==> src/rtl/term_ctrl.sv <==
// term_ctrl: character terminal controller driving a scrolling VRAM through a valid/ready write port
module term_ctrl #(
  parameter int COLS = 100,
  parameter int ROWS = 30,
  parameter logic [7:0] BLANK = 8'h20
) (
  input  logic       clk,
  input  logic       reset_low,
  input  logic       in_valid,
  output logic       in_ready,
  input  logic [7:0] in_char,
  output logic       write_valid,
  input  logic       write_ready,
  output logic [4:0] write_row,
  output logic [6:0] write_col,
  output logic [7:0] write_char,
  output logic [4:0] top_row,
  output logic [4:0] cursor_row,
  output logic [6:0] cursor_col
);
  typedef enum logic [1:0] {CLEAR_ALL, IDLE, WRITE, CLEAR_ROW} state_t;
  localparam logic [6:0] LAST_COL = 7'(COLS - 1);
  localparam logic [4:0] LAST_ROW = 5'(ROWS - 1);
  state_t state;
  logic [5:0] row_sum;
  logic [4:0] phys_row, top_next;
  logic xfer, accept, at_last_row, printable;
  // Cursor-to-physical row mapping uses a 6-bit sum so top_row+cursor_row never wraps early
  always_comb begin
    row_sum     = {1'b0, top_row} + {1'b0, cursor_row};
    phys_row    = row_sum >= 6'(ROWS) ? 5'(row_sum - 6'(ROWS)) : row_sum[4:0];
    top_next    = top_row == LAST_ROW ? 5'd0 : top_row + 5'd1;
    xfer        = write_valid && write_ready;
    accept      = in_valid && in_ready;
    at_last_row = cursor_row == LAST_ROW;
    printable   = in_char >= 8'h20 && in_char <= 8'h7e;
  end
  // Control FSM; write_row/write_col double as the clear pointer in CLEAR_ALL and CLEAR_ROW
  always_ff @(posedge clk) begin
    if (!reset_low) begin
      state       <= CLEAR_ALL;
      in_ready    <= 1'b0;
      write_valid <= 1'b0;
      write_row   <= 5'd0;
      write_col   <= 7'd0;
      write_char  <= BLANK;
      top_row     <= 5'd0;
      cursor_row  <= 5'd0;
      cursor_col  <= 7'd0;
    end else begin
      case (state)
        CLEAR_ALL: begin
          if (!write_valid) write_valid <= 1'b1;
          else if (xfer) begin
            if (write_col == LAST_COL) begin
              write_col <= 7'd0;
              if (write_row == LAST_ROW) begin
                write_row   <= 5'd0;
                write_valid <= 1'b0;
                in_ready    <= 1'b1;
                state       <= IDLE;
              end else write_row <= write_row + 5'd1;
            end else write_col <= write_col + 7'd1;
          end
        end
        IDLE: begin
          if (accept) begin
            if (printable) begin
              in_ready    <= 1'b0;
              write_valid <= 1'b1;
              write_row   <= phys_row;
              write_col   <= cursor_col;
              write_char  <= in_char;
              state       <= WRITE;
            end else if (in_char == 8'h0a) begin
              if (!at_last_row) cursor_row <= cursor_row + 5'd1;
              else begin
                top_row     <= top_next;
                in_ready    <= 1'b0;
                write_valid <= 1'b1;
                write_row   <= top_row;
                write_col   <= 7'd0;
                write_char  <= BLANK;
                state       <= CLEAR_ROW;
              end
            end else if (in_char == 8'h0d) cursor_col <= 7'd0;
            else if (in_char == 8'h08 && cursor_col != 7'd0) cursor_col <= cursor_col - 7'd1;
          end
        end
        WRITE: begin
          if (xfer) begin
            if (cursor_col != LAST_COL) begin
              cursor_col  <= cursor_col + 7'd1;
              write_valid <= 1'b0;
              in_ready    <= 1'b1;
              state       <= IDLE;
            end else begin
              cursor_col <= 7'd0;
              if (!at_last_row) begin
                cursor_row  <= cursor_row + 5'd1;
                write_valid <= 1'b0;
                in_ready    <= 1'b1;
                state       <= IDLE;
              end else begin
                top_row    <= top_next;
                write_row  <= top_row;
                write_col  <= 7'd0;
                write_char <= BLANK;
                state      <= CLEAR_ROW;
              end
            end
          end
        end
        CLEAR_ROW: begin
          if (xfer) begin
            if (write_col == LAST_COL) begin
              write_valid <= 1'b0;
              in_ready    <= 1'b1;
              state       <= IDLE;
            end else write_col <= write_col + 7'd1;
          end
        end
        default: state <= CLEAR_ALL;
      endcase
    end
  end
endmodule
==> config.mk <==
export PLATFORM = sky130hd
export DESIGN_NAME = term_ctrl
export DESIGN_NICKNAME = d
export VERILOG_FILES = /design/src/rtl/term_ctrl.sv
export SDC_FILE = /design/constraint.sdc
export NUM_CORES = 1
export LEC_CHECK = 0
export ABC_AREA = 0
export CAP_MARGIN = 20
export CORE_MARGIN = 2
export CORE_UTILIZATION = 40
export CTS_CLUSTER_SIZE = 8
export DETAILED_ROUTE_END_ITERATION = 7
export GPL_TIMING_DRIVEN = 1
export PLACE_DENSITY = 0.74
export SLEW_MARGIN = 20
export SYNTH_ARGS = -nofsm -noshare
export SYNTH_HDL_FRONTEND = slang
export SYNTH_SLANG_ARGS = --single-unit
==> constraint.sdc <==
create_clock -name clk -period 2.3 [get_ports clk]
set_input_delay 0.46 -clock clk [delete_from_list [all_inputs] [get_ports clk]]
set_output_delay 0.46 -clock clk [all_outputs]
set_load 0.02 [all_outputs]
==> results.sh <==
export IMPL_die_width_um=92.01
export IMPL_fin_area_sq_um=4228
export IMPL_synth_area_sq_um=3098
export IMPL_antenna_cells=0
export IMPL_clkTransAtPathRegs_ns=0.09
export IMPL_post_route_util_pct=55.58
export IMPL_grt_first_pass_wirelength_um=15160
export IMPL_yosysTopAreaCell="dfxtp_1"
export IMPL_synthArstFlopShare_pct=0
export IMPL_post_route_period_util_pct=97.44
export IMPL_pin_count=51
export IMPL_power_switching_mw=2.448
export IMPL_peakVddDrop_mv=0.5375
export IMPL_syn_nets=423
export IMPL_pwr_share_seq_pct=21.0
export IMPL_worst_slew_pin_slew_ns=0.5194
export IMPL_hpwlAfterDp_um=6912
export IMPL_layout_area_seq_sq_um=824.5
export IMPL_multi_input_area_sq_um=2181
export IMPL_rows=32
export IMPL_synth_flop_cell="dfxtp_1"
export IMPL_drv_cap=0
export IMPL_gp_congestion=0.8932
export IMPL_drtPass1Iterations=5
export IMPL_synth_most_common_cell="dfxtp_1"
export IMPL_grt_pass1_vias=3271
export IMPL_wl_per_cell_um=16.14
export IMPL_dieArea_sq_um=8465
export IMPL_arrival_ns=2.46
export IMPL_synth_cell_type_count=74
export IMPL_first_iter_violations=258
export IMPL_max_freq_ghz=0.4462
export IMPL_crit_required_ns=2.52
export IMPL_comb_power_share_pct=67.3
export IMPL_detail_route_antenna_nets=0
export IMPL_slowest_delay_ns=0.39
export IMPL_cp_max_fo=4
export IMPL_finalHoldViolations=0
export IMPL_synth_seq_cells=41
export IMPL_fin_skew_ns=0.01130
export IMPL_grt_max_degree=26
export IMPL_path_class="flop to flop"
export IMPL_p_leak_nw=1.678
export IMPL_timing_setup_tns_ns=0
export IMPL_final_nets=517
export IMPL_placed_cell_area_sq_um=4041
export IMPL_crit_slowest_cell="fa_2"
export IMPL_drv_slew=0
export IMPL_routed_via_density=5.838
export IMPL_ys_warn_count=0
export IMPL_stdcell_count=585
export IMPL_synth_yosys_seq_area_share_pct=26.49
export IMPL_timing_final_crit_period_ns=2.241
export IMPL_syn_area_per_cell_sq_um=7.984
export IMPL_start_util_pct=40.72
export IMPL_area_growth_pct=36.47
export IMPL_outcome="finished, final reports clean"
export IMPL_cts_htree_levels=2
export IMPL_synthCells=388
export IMPL_fp_dieH_um=92.01
export IMPL_synth_edff_count=0
export IMPL_start_kind="flop"
export IMPL_max_slew_margin_rel_pct=64.92
export IMPL_clk_path_buf_depth=2
export IMPL_crit_top_cell="a31oi_1"
export IMPL_drive_above_1_share_pct=18.63
export IMPL_p_per_area_nw_per_um2=1246
export IMPL_fillers=692
export IMPL_dp_cells=575
export IMPL_num_vias=3415
export IMPL_portBuffers=50
export IMPL_cts_buffers=5
export IMPL_core_area_sq_um=7607
export IMPL_grt_use_total_pct=21.90
export IMPL_grt_ovfl_total=0
export IMPL_drcViolationCount=0
export IMPL_wl_um=9439
export IMPL_antenna_found_initial=0
export IMPL_clk_latency_ns=0.30
export IMPL_cts_root_buf="clkbuf_8"
export IMPL_hold_class="flop to flop"
export IMPL_end_kind="flop"
export IMPL_synth_top_area_share_pct=26.49
export IMPL_cp_cell_sequence="ha_4 -> inv_1 -> fa_2 -> nand2b_4 -> a21oi_2 -> xor2_1 -> buf_4 -> a31oi_1 -> mux2_1 -> a31oi_1"
export IMPL_cts_sinks=41
export IMPL_tritoncts="done"
export IMPL_setup_viol=0
export IMPL_swShare_pct=46.49
export IMPL_netlist_top_cells_count="41 x dfxtp_1, 37 x nand2_1, 30 x nor2_1"
export IMPL_synthTopCellsByArea="dfxtp_1 26%, ha_1 8.9%, nand2_1 4.5%, a21oi_1 4.4%, o21ai_0 4.4%"
export IMPL_pwr_share_clk_pct=11.7
export IMPL_rsz0062_at_grt="yes"
export IMPL_cts_hold_buf=0
export IMPL_p_int_mw=2.818
==> placed cells by master, fill, tap and decap left out, drive strengths merged, types with 4 or more instances in the layout <==
cell,instances
a21oi,30
and3,8
a31oi,8
o21ai,30
clkbuf,7
a311oi,5
nand2,37
and2,5
clkdlybuf4s50,48
or3,5
inv,17
nor3,6
dfxtp,41
o211ai,4
nor2,31
a22o,8
ha,22
nand3,26
xor2,7
buf,54
a211oi,6
nand4,7
mux2i,8
==> through the flow <==
stage | total power, mW | hold WS [ns] | setup WS (ns)
CTS | 5.219 | 0.4665 | 0.001692
finish | 5.266 | 0.4593 | 0.05882
global placement | 4.466 | 0.4370 | -0.2713
detailed placement | 4.561 | 0.4529 | -0.3194
global route | 5.627 | 0.4841 | -0.03177
floorplan | 3.260 | 0.5211 | 0.03729
==> final cells by class <==
class | instances | share of cell area (%)
Inverter | 18 | 1.598
Clock buffer | 7 | 2.042
Timing Repair Buffer | 104 | 21.54
Sequential cell | 41 | 19.50
Multi-Input combinational cell | 312 | 51.58
Tap cell | 102 | 3.019
Clock inverter | 1 | 0.7103
==> cells by family (layout without fill, tap and decap cells) <==
group                    count (synthesis)  after routing  synth area share, %
multiplexers                             9              9                2.948
buffers and inverters                   35            130                4.725
AO/OA/AOI/OAI                          132            132                29.73
XOR/XNOR                                 9              9                2.545
flip-flops                              41             41                26.49
AND/OR/NAND/NOR                        139            139                24.03
adder cells (fa/ha/maj)                 23             23                9.531
==> timing repair <==
item / CTS / global route
gates resized for setup: 3 / 9
cloned: 0 / 0
endpoints found under the setup margin: 3 / 8
buffers inserted: 2 / 0
pin swaps: 1 / 11
==> flip-flops by register name, summed over array words and instances (netlist names) <==
signal / count
top_row: 5
write_char: 8
state: 2
cursor_row: 5
in_ready: 1
write_valid: 1
write_row: 5
write_col: 7
cursor_col: 7
==> path summary, 6_finish.rpt <==
kind	cells past startpoint	to	start	slack, ns
worst max-delay path	10	write_row[2]$_SDFFE_PN0P_	cursor_row[0]$_SDFFE_PN0P_	0.06
worst min-delay path	2	write_char[5]$_SDFFE_PN1P_	write_char[5]$_SDFFE_PN1P_	0.46
worst max register to register	10	write_row[2]$_SDFFE_PN0P_	cursor_row[0]$_SDFFE_PN0P_	0.06
worst min register to register	2	write_char[5]$_SDFFE_PN1P_	write_char[5]$_SDFFE_PN1P_	0.46
==> layer usage <==
layer | GRT usage (%) | routed length, um
met5 | 0 | 0
met4 | 8.831 | 300
met3 | 3.451 | 620
met2 | 37.50 | 4589
met1 | 27.45 | 3929
==> critical path: cells and delay by family (launching register included) <==
family,cells,cell delay [ns]
adder cells (fa/ha/maj),2,0.52
AO/OA/AOI/OAI,3,0.41
flip-flops,1,0.37
multiplexers,1,0.34
buffers and inverters,2,0.21
XOR/XNOR,1,0.18
AND/OR/NAND/NOR,1,0.16
==> power by group through the flow <==
stage / clock [mW] / combinational (mW) / sequential, mW
after floorplan: 0 / 1.98 / 1.28
after global placement: 0 / 3.36 / 1.10
after detailed placement: 0 / 3.45 / 1.11
after CTS: 0.632 / 3.49 / 1.10
after global routing: 0.660 / 3.84 / 1.13
final: 0.619 / 3.54 / 1.11
Note: power is estimated with default switching activity, not from simulation.
